### config.mk
export PLATFORM = sky130hd
export DESIGN_NAME = regfile_ctx_mover
export DESIGN_NICKNAME = d
export VERILOG_FILES = /design/src/rtl/regfile_ctx_mover_pkg.sv /design/src/rtl/regfile_ctx_mover.sv
export SDC_FILE = /design/constraint.sdc
export NUM_CORES = 1
export LEC_CHECK = 0
export ABC_AREA = 1
export BUFFER_PORTS_ARGS = -buffer_cell sky130_fd_sc_hd__buf_4
export CAP_MARGIN = 20
export CORE_ASPECT_RATIO = 1.2
export CORE_MARGIN = 2
export CORE_UTILIZATION = 25
export CTS_CLUSTER_DIAMETER = 200
export DETAILED_ROUTE_END_ITERATION = 8
export REMOVE_ABC_BUFFERS = 1
export SETUP_SLACK_MARGIN = 0.2
export SYNTH_ARGS = -nofsm -noshare
export SYNTH_HDL_FRONTEND = slang
export SYNTH_SLANG_ARGS = --single-unit
export TNS_END_PERCENT = 10
### constraint.sdc
create_clock -name clk -period 2.9 [get_ports clk]
set_input_delay 0.725 -clock clk [delete_from_list [all_inputs] [get_ports clk]]
set_output_delay 0.725 -clock clk [all_outputs]
set_load 0.01 [all_outputs]
### src/rtl/regfile_ctx_mover_pkg.sv
// Shared definitions for the interrupt context save/restore engine:
// state encodings, transfer mode constants and default memory layout.
package regfile_ctx_mover_pkg;

  typedef enum logic [1:0] {
    ST_IDLE    = 2'd0,
    ST_SAVE    = 2'd1,
    ST_RESTORE = 2'd2,
    ST_DONE    = 2'd3
  } ctx_state_e;

  localparam logic CTX_SAVE    = 1'b0;
  localparam logic CTX_RESTORE = 1'b1;

  localparam int unsigned CTX_DEFAULT_STRIDE = 4;
  localparam logic [31:0] CTX_DEFAULT_BASE   = 32'h0000_0100;

  // Byte address of the slot holding register idx; wraps modulo 2^32.
  function automatic logic [31:0] ctx_slot_addr(input logic [31:0] base,
                                                input logic [4:0]  idx,
                                                input logic [4:0]  first,
                                                input logic [31:0] stride);
    logic [4:0] slot;
    slot = idx - first;
    return base + ({27'd0, slot} * stride);
  endfunction

endpackage

### src/rtl/regfile_ctx_mover.sv
// Moves the register window x[FIRST_REG..LAST_REG] between the integer regfile
// and memory, one beat per accepted memory request, on trap entry or mret.
module regfile_ctx_mover
  import regfile_ctx_mover_pkg::*;
#(
  parameter int unsigned FIRST_REG   = 1,
  parameter int unsigned LAST_REG    = 31,
  parameter int unsigned ADDR_STRIDE = CTX_DEFAULT_STRIDE
) (
  input  logic        clk,
  input  logic        clr,
  input  logic        start,
  input  logic        mode,
  input  logic [31:0] base,
  output logic        busy,
  output logic        done,
  output logic [4:0]  rf_rn,
  input  logic [31:0] rf_q,
  output logic [4:0]  rf_wn,
  output logic [31:0] rf_d,
  output logic        rf_we,
  output logic        mem_req,
  output logic        mem_we,
  output logic [31:0] mem_addr,
  output logic [31:0] mem_wdata,
  input  logic        mem_ready,
  input  logic [31:0] mem_rdata
);

  localparam logic [4:0]  FIRST_IDX = 5'(FIRST_REG);
  localparam logic [4:0]  LAST_IDX  = 5'(LAST_REG);
  localparam logic [31:0] STRIDE    = 32'(ADDR_STRIDE);

  ctx_state_e  state_q, state_d;
  logic [4:0]  idx_q, idx_d;
  logic [31:0] base_q, base_d;

  logic in_save;
  logic in_restore;
  logic in_xfer;
  logic [31:0] slot_addr;

  assign in_save    = (state_q == ST_SAVE);
  assign in_restore = (state_q == ST_RESTORE);
  assign in_xfer    = in_save | in_restore;
  assign slot_addr  = ctx_slot_addr(base_q, idx_q, FIRST_IDX, STRIDE);

  always_comb begin
    state_d = state_q;
    idx_d   = idx_q;
    base_d  = base_q;
    case (state_q)
      ST_IDLE: begin
        if (start) begin
          base_d  = base;
          idx_d   = FIRST_IDX;
          state_d = (mode == CTX_RESTORE) ? ST_RESTORE : ST_SAVE;
        end
      end
      ST_SAVE, ST_RESTORE: begin
        // A beat retires only when memory accepts it; otherwise everything holds.
        if (mem_ready) begin
          if (idx_q == LAST_IDX) begin
            state_d = ST_DONE;
          end else begin
            idx_d = idx_q + 5'd1;
          end
        end
      end
      ST_DONE: begin
        state_d = ST_IDLE;
      end
      default: begin
        state_d = ST_IDLE;
      end
    endcase
  end

  always_ff @(posedge clk or posedge clr) begin
    if (clr) begin
      state_q <= ST_IDLE;
      idx_q   <= 5'd0;
      base_q  <= 32'd0;
    end else begin
      state_q <= state_d;
      idx_q   <= idx_d;
      base_q  <= base_d;
    end
  end

  // Data paths are combinational so each beat completes in the cycle it is accepted.
  assign busy      = in_xfer;
  assign done      = (state_q == ST_DONE);
  assign mem_req   = in_xfer;
  assign mem_we    = in_save;
  assign mem_addr  = in_xfer ? slot_addr : 32'd0;
  assign mem_wdata = in_save ? rf_q : 32'd0;
  assign rf_rn     = in_save ? idx_q : 5'd0;
  assign rf_wn     = in_restore ? idx_q : 5'd0;
  assign rf_d      = in_restore ? mem_rdata : 32'd0;
  assign rf_we     = in_restore & mem_ready;

endmodule

==> results.json, run 1 <==
{
  "status": "complete, but fails checks",
  "violations": "negative setup slack",
  "critPathBufInv": 3,
  "synth.ff_latch_count": 39,
  "worst_pin_slew_ps": 543,
  "cts_sinks": 39,
  "gp_congestion": 0.877,
  "arrival_ps": 2420,
  "ant_nets": 0,
  "globalRoute.totalOverflow": 0,
  "dr.first_iter.drc_count": 239,
  "switching_share_pct": 50.0,
  "track_usage_pct": 18.0,
  "synthCells": 598,
  "yosysSeqAreaShare_pct": 28.4,
  "crit_chain": "inv_2 > ha_4 > xor2_1 > ha_1 > or2_4 > nand3_4 > nand2_4 > buf_4 > nand4_1 > nand2_1 > nor2_2 > buf_6",
  "fin_ws_ps": -243,
  "fillers": 1458,
  "row_count": 46,
  "cp.required_ps": 2170,
  "pwr-share-seq_pct": 18.6,
  "fin_skew_ps": 2.28,
  "postPlaceCellArea_um2": 5270,
  "cpPeakStageDelay_ps": 390,
  "vias": 4335,
  "min_to": "base_q[1]",
  "crit_path_end_kind": "output port",
  "p_int_mw": 2.97,
  "ir_drop_mv": 0.443,
  "drive_gt1_share_pct": 37.4,
  "comb_power_share_pct": 72.1,
  "p_per_area_nw_per_um2": 1020,
  "period_share_pct": 108,
  "synthesis.area_um2": 3440,
  "area_delta_synth_final_pct": 68.9,
  "grt_pass1_wl_um": 21300,
  "die_area_um2": 14700,
  "dieWidth_um": 111,
  "hold_viol_final": 0,
  "core_area_um2": 13400,
  "syn-mean-instance-area_um2": 5.75,
  "fin_cells": 993,
  "rsz0062_at_grt": "true",
  "leakage_nw": 3.60,
  "setup_violations": 26,
  "dp_hpwl_um": 10900,
  "startpoint": "idx_q[1]",
  "tritoncts": "yes",
  "r2r-end": "idx_q[2]",
  "drc": 0,
  "final_cell_mix": "buf_4, nand2_1, inv_1",
  "start_util_pct": 25.7,
  "cts_buffers": 5,
  "hp-class": "flip-flop to flip-flop",
  "max_clock_freq_ghz": 0.318,
  "fin_nets": 935,
  "htreeDepth": 2,
  "cpLargestDelayFamily": "simple AND/OR/NAND/NOR gates",
  "r2r_cells": 8,
  "root_buffer": "clkbuf_16",
  "fin_crit_ps": 3140,
  "setup.worst_path.start_class": "flip-flop",
  "multi_input_area_um2": 2210,
  "slew_violations": 0,
  "relSlewSlack_pct": 63.8,
  "drt_wl_total_um": 13900,
  "port_buffers": 211,
  "clockBufferDepth": 2,
  "cap_violations": 0,
  "placed_cells": 973,
  "hold_buffers": 0,
  "firstDrtPassIters": 4,
  "grt_max_degree": 40,
  "criticalPathCategory": "flip-flop to output port",
  "grt_pass1_vias": 4095,
  "final_area_um2": 5800,
  "post_drt_wl_per_cell_um": 14.0,
  "r2r_start": "state_q[1]",
  "p_sw_mw": 2.97,
  "routed_via_density": 4.37,
  "final_common_cell": "buf_4",
  "regArea_um2": 976,
  "whs_path_depth": 2,
  "min-delay-start": "base_q[1]",
  "ys_warn_count": 0,
  "final_core_util_pct": 43.5,
  "clk_latency_ps": 290,
  "critPathSlowestCell": "dfrtp_1",
  "cp_max_fo": 5,
  "antenna_found_initial": 3,
  "die_h_um": 132,
  "io_pins": 212,
  "p_clk_share_pct": 9.2,
  "cts.reportedPaths.clkPinSlew_ps": 60,
  "r2r_slack_ps": 870,
  "ys_types": 31
}
-- worst register-to-register path, delay by kind of cell, from the launching register on --
| family | cells | cell delay, ps |
|---|---|---|
| AOI/OAI and AO/OA | 2 | 200 |
| DFF | 1 | 370 |
| adders and majority gates | 1 | 560 |
| buffers and inverters | 2 | 300 |
| and+or+nand+nor | 3 | 530 |
-- layer usage --
metal | wire [um] | up-vias | track usage [%]
met4 | 239 | 2 | 4.32
met1 | 5390 | 1935 | 21.2
li1 | - | 2216 | -
met3 | 1360 | 17 | 6.09
met2 | 6860 | 165 | 31.6
met5 | 11 | - | 0
-- worst max path at each step --
stage                    to  slack [ps]  cells after the start
6_report       mem_addr[21]        -240                     12
5_1_grt        mem_addr[21]        -320                     12
4_1_cts        mem_addr[25]        -210                     14
3_5_place_dp   mem_addr[25]         -20                     14
3_3_place_gp   mem_addr[23]          20                     13
2_1_floorplan  mem_addr[15]         140                     10
-- state kept, by name, indices dropped and copies added (netlist names) --
register and flops:
idx_q 5, state_q 2, base_q 32
-- what timing repair did --
item                       4_1_cts  5_1_grt
setup buffers                    2        5
cloned                           1        0
gates resized for setup         28       47
setup endpoints to repair       28       28
pin swaps                       12       24
-- cell families (layout without fill, tap and decap cells) --
| kind of cell | count (synthesis) | after routing | synth area share, % |
|---|---|---|---|
| DFF | 39 | 39 | 28.4 |
| buffers and inverters | 147 | 369 | 16.4 |
| other | 0 | 4 | 0 |
| and+or+nand+nor | 346 | 347 | 41.4 |
| adders and majority gates | 14 | 14 | 5.32 |
| AOI/OAI and AO/OA | 46 | 46 | 7.03 |
| xor gates and xnor gates | 6 | 6 | 1.53 |
-- per-stage QoR --
stage | hold slack [ps] | TNS, ps | power (mW) | setup slack, ps
2_1_floorplan | 449 | 0 | 3.04 | 136
3_3_place_gp | 463 | 0 | 4.79 | 16.2
3_5_place_dp | 468 | -31.6 | 4.81 | -16.3
4_1_cts | 485 | -3900 | 5.56 | -211
5_1_grt | 519 | -7040 | 6.48 | -323
6_report | 481 | -4040 | 5.94 | -243
-- Yosys cell counts --
cell,number,area (um^2)
and2_0,1,6.26
clkbuf_1,12,45.0
buf_4,2,15.0
o21ai_0,27,135
a21oi_2,1,8.76
xnor2_1,1,8.76
a21oi_1,15,75.1
nor2_8,1,20.0
or2_1,1,6.26
clkinv_1,2,7.51
nand2_2,5,31.3
fa_1,1,20.0
nor3_1,6,30.0
o21ai_2,1,8.76
nor2_1,57,214
a21o_1,1,7.51
inv_2,4,15.0
inv_1,122,458
o22ai_1,1,6.26
nor2_4,2,22.5
xor2_1,5,43.8
nand2_1,238,893
buf_1,2,7.51
nor2_2,1,6.26
nand4_1,3,18.8
ha_1,13,163
dfrtp_1,39,976
nand3b_1,1,7.51
buf_2,3,15.0
nand3_2,3,30.0
nand3_1,27,135
-- layout make-up --
cell class                      instances  area share (%)
Clock buffer                            5            2.16
Inverter                              128            8.28
Multi-Input combinational cell        413            38.0
Sequential cell                        39            16.8
Timing Repair Buffer                  233            30.7
Tap cell                              168            3.62
Antenna cell                            4           0.172
Clock inverter                          3           0.259
-- power by group through the flow --
stage	Clock (mW)	Sequential, mW	Combinational (mW)
2_1_floorplan	0	1.02	2.02
3_3_place_gp	0	1.09	3.70
3_5_place_dp	0	1.09	3.72
4_1_cts	0.556	1.09	3.92
5_1_grt	0.582	1.15	4.75
6_report	0.547	1.11	4.28
No activity file was read; power rests on OpenSTA's default activity.
==> inputs of run 2 (changes only) <==
Clock period 2.9 ns to 2.8 ns, I/O delays scaled along.
==> results.json, run 2 (synthesized netlist as in run 1, its figures left out) <==
{
  "dp_hpwl_um": 10800,
  "slew_violations": 0,
  "antenna_found_initial": 5,
  "die_area_um2": 14700,
  "grt_pass1_vias": 4031,
  "rsz0062_at_grt": "true",
  "switching_share_pct": 48.8,
  "max_clock_freq_ghz": 0.327,
  "p_per_area_nw_per_um2": 1070,
  "final_cell_mix": "buf_4, nand2_1, inv_1",
  "ant_nets": 0,
  "firstDrtPassIters": 5,
  "criticalPathCategory": "flip-flop to output port",
  "finalSetupTns_ps": -5340,
  "clockBufferDepth": 2,
  "drc": 0,
  "fin_ws_ps": -257,
  "ir_drop_mv": 0.484,
  "setup_violations": 27,
  "fillers": 1439,
  "die_h_um": 132,
  "vias": 4226,
  "routed_via_density": 4.26,
  "r2r_start": "idx_q[1]",
  "p_int_mw": 3.15,
  "setup.worst_path.start_class": "flip-flop",
  "hp-class": "flip-flop to flip-flop",
  "relSlewSlack_pct": 51.4,
  "regArea_um2": 976,
  "dieWidth_um": 111,
  "p_sw_mw": 3.00,
  "fin_nets": 935,
  "leakage_nw": 3.58,
  "htreeDepth": 2,
  "io_pins": 212,
  "track_usage_pct": 18.0,
  "root_buffer": "clkbuf_16",
  "arrival_ps": 2360,
  "clk_latency_ps": 290,
  "fin_total_pwr_mw": 6.16,
  "final_common_cell": "buf_4",
  "worst_pin_slew_ps": 728,
  "dr.first_iter.drc_count": 148,
  "area_delta_synth_final_pct": 67.1,
  "p_clk_share_pct": 11.2,
  "violations": "negative setup slack",
  "fin_crit_ps": 3060,
  "period_share_pct": 109,
  "post_drt_wl_per_cell_um": 13.8,
  "min-delay-start": "base_q[0]",
  "tritoncts": "yes",
  "grt_max_degree": 47,
  "core_area_um2": 13400,
  "fin_skew_ps": 5.76,
  "cp_max_fo": 5,
  "cap_violations": 0,
  "placed_cells": 975,
  "final_area_um2": 5740,
  "cts.reportedPaths.clkPinSlew_ps": 60,
  "dp_slack_ps": -53.5,
  "drive_gt1_share_pct": 36.4,
  "row_count": 46,
  "hold_viol_final": 0,
  "startpoint": "idx_q[1]",
  "regMostFlops": "base_q",
  "crit_path_end_kind": "output port",
  "comb_power_share_pct": 70.2,
  "start_util_pct": 25.7,
  "status": "complete, but fails checks",
  "cts_buffers": 5,
  "globalRoute.totalOverflow": 0,
  "drt_wl_total_um": 13700,
  "fin_cells": 993,
  "grt_pass1_wl_um": 21100,
  "top_regs": "base_q x32, idx_q x5, state_q x2",
  "hold_buffers": 0,
  "cp.required_ps": 2100,
  "port_buffers": 211,
  "postPlaceCellArea_um2": 5280,
  "gp_congestion": 0.867,
  "pwr-share-seq_pct": 18.6,
  "multi_input_area_um2": 2150,
  "cts_sinks": 39,
  "largest_reg_flops": 32
}
==> run 2: cell types whose count changed in the layout (fill, tap and decap cells not counted), sizes merged <==
cell	delta
clkinv	-2
buf	-1
bufinv	+1
clkbuf	+1
nand2	+1
==> run 2: worst paths after layout <==
check	end	slack (ps)	cells after the start
setup / recovery	mem_addr[11]	-260	13
hold / removal	base_q[0]	480	2
setup reg to reg	idx_q[2]	740	12
hold reg to reg	base_q[0]	480	2
max in group asynchronous	base_q[14]	1860	3
min in group asynchronous	base_q[5]	550	3
==> run 2: worst max-delay path, stage by stage, from the launching register on <==
cell	delay, ps
dfrtp_1	390
inv_2	80
ha_4	140
nand3_2	100
xor2_2	180
ha_4	300
nand2_2	80
inv_2	80
nand3_4	100
nand2_4	120
nand2_1	70
xor2_1	140
nor2_1	130
buf_4	140
==> run 2: layout make-up <==
type	instances	area share (%)
diodes	4	0.174
multi-input cells	414	37.4
repair buffers	232	30.4
clock inverters	2	0.610
clock buffers	6	2.42
well taps	168	3.66
flip-flops and latches	39	17.0
inverters	128	8.37
==> run 2: layer usage <==
layer	GRT usage, %	vias to the layer above	wire (um)
met2	31.9	172	6790
li1	-	2207	-
met1	20.3	1830	5250
met4	4.46	2	187
met3	7.01	15	1500
met5	0	-	11
==> run 2: metrics by stage <==
step	hold slack, ps	util, %
after detailed placement	465	39.5
final	477	43.0
after floorplan	449	-
after CTS	482	41.6
after global routing	523	42.9
after global placement	463	39.5
==> run 2: power groups by stage <==
stage	registers [mW]	logic, mW	clock network, mW
2_1_floorplan	1.05	2.09	0
3_3_place_gp	1.13	3.87	0
3_5_place_dp	1.13	3.88	0
4_1_cts	1.13	4.04	0.700
5_1_grt	1.19	4.81	0.713
6_report	1.14	4.32	0.691
==> run 2: what timing repair did <==
item,in CTS,in global routing
setup endpoints to repair,28,28
buffers inserted,2,2
pin swaps,7,14
gates resized for setup,22,35
cloned,1,1
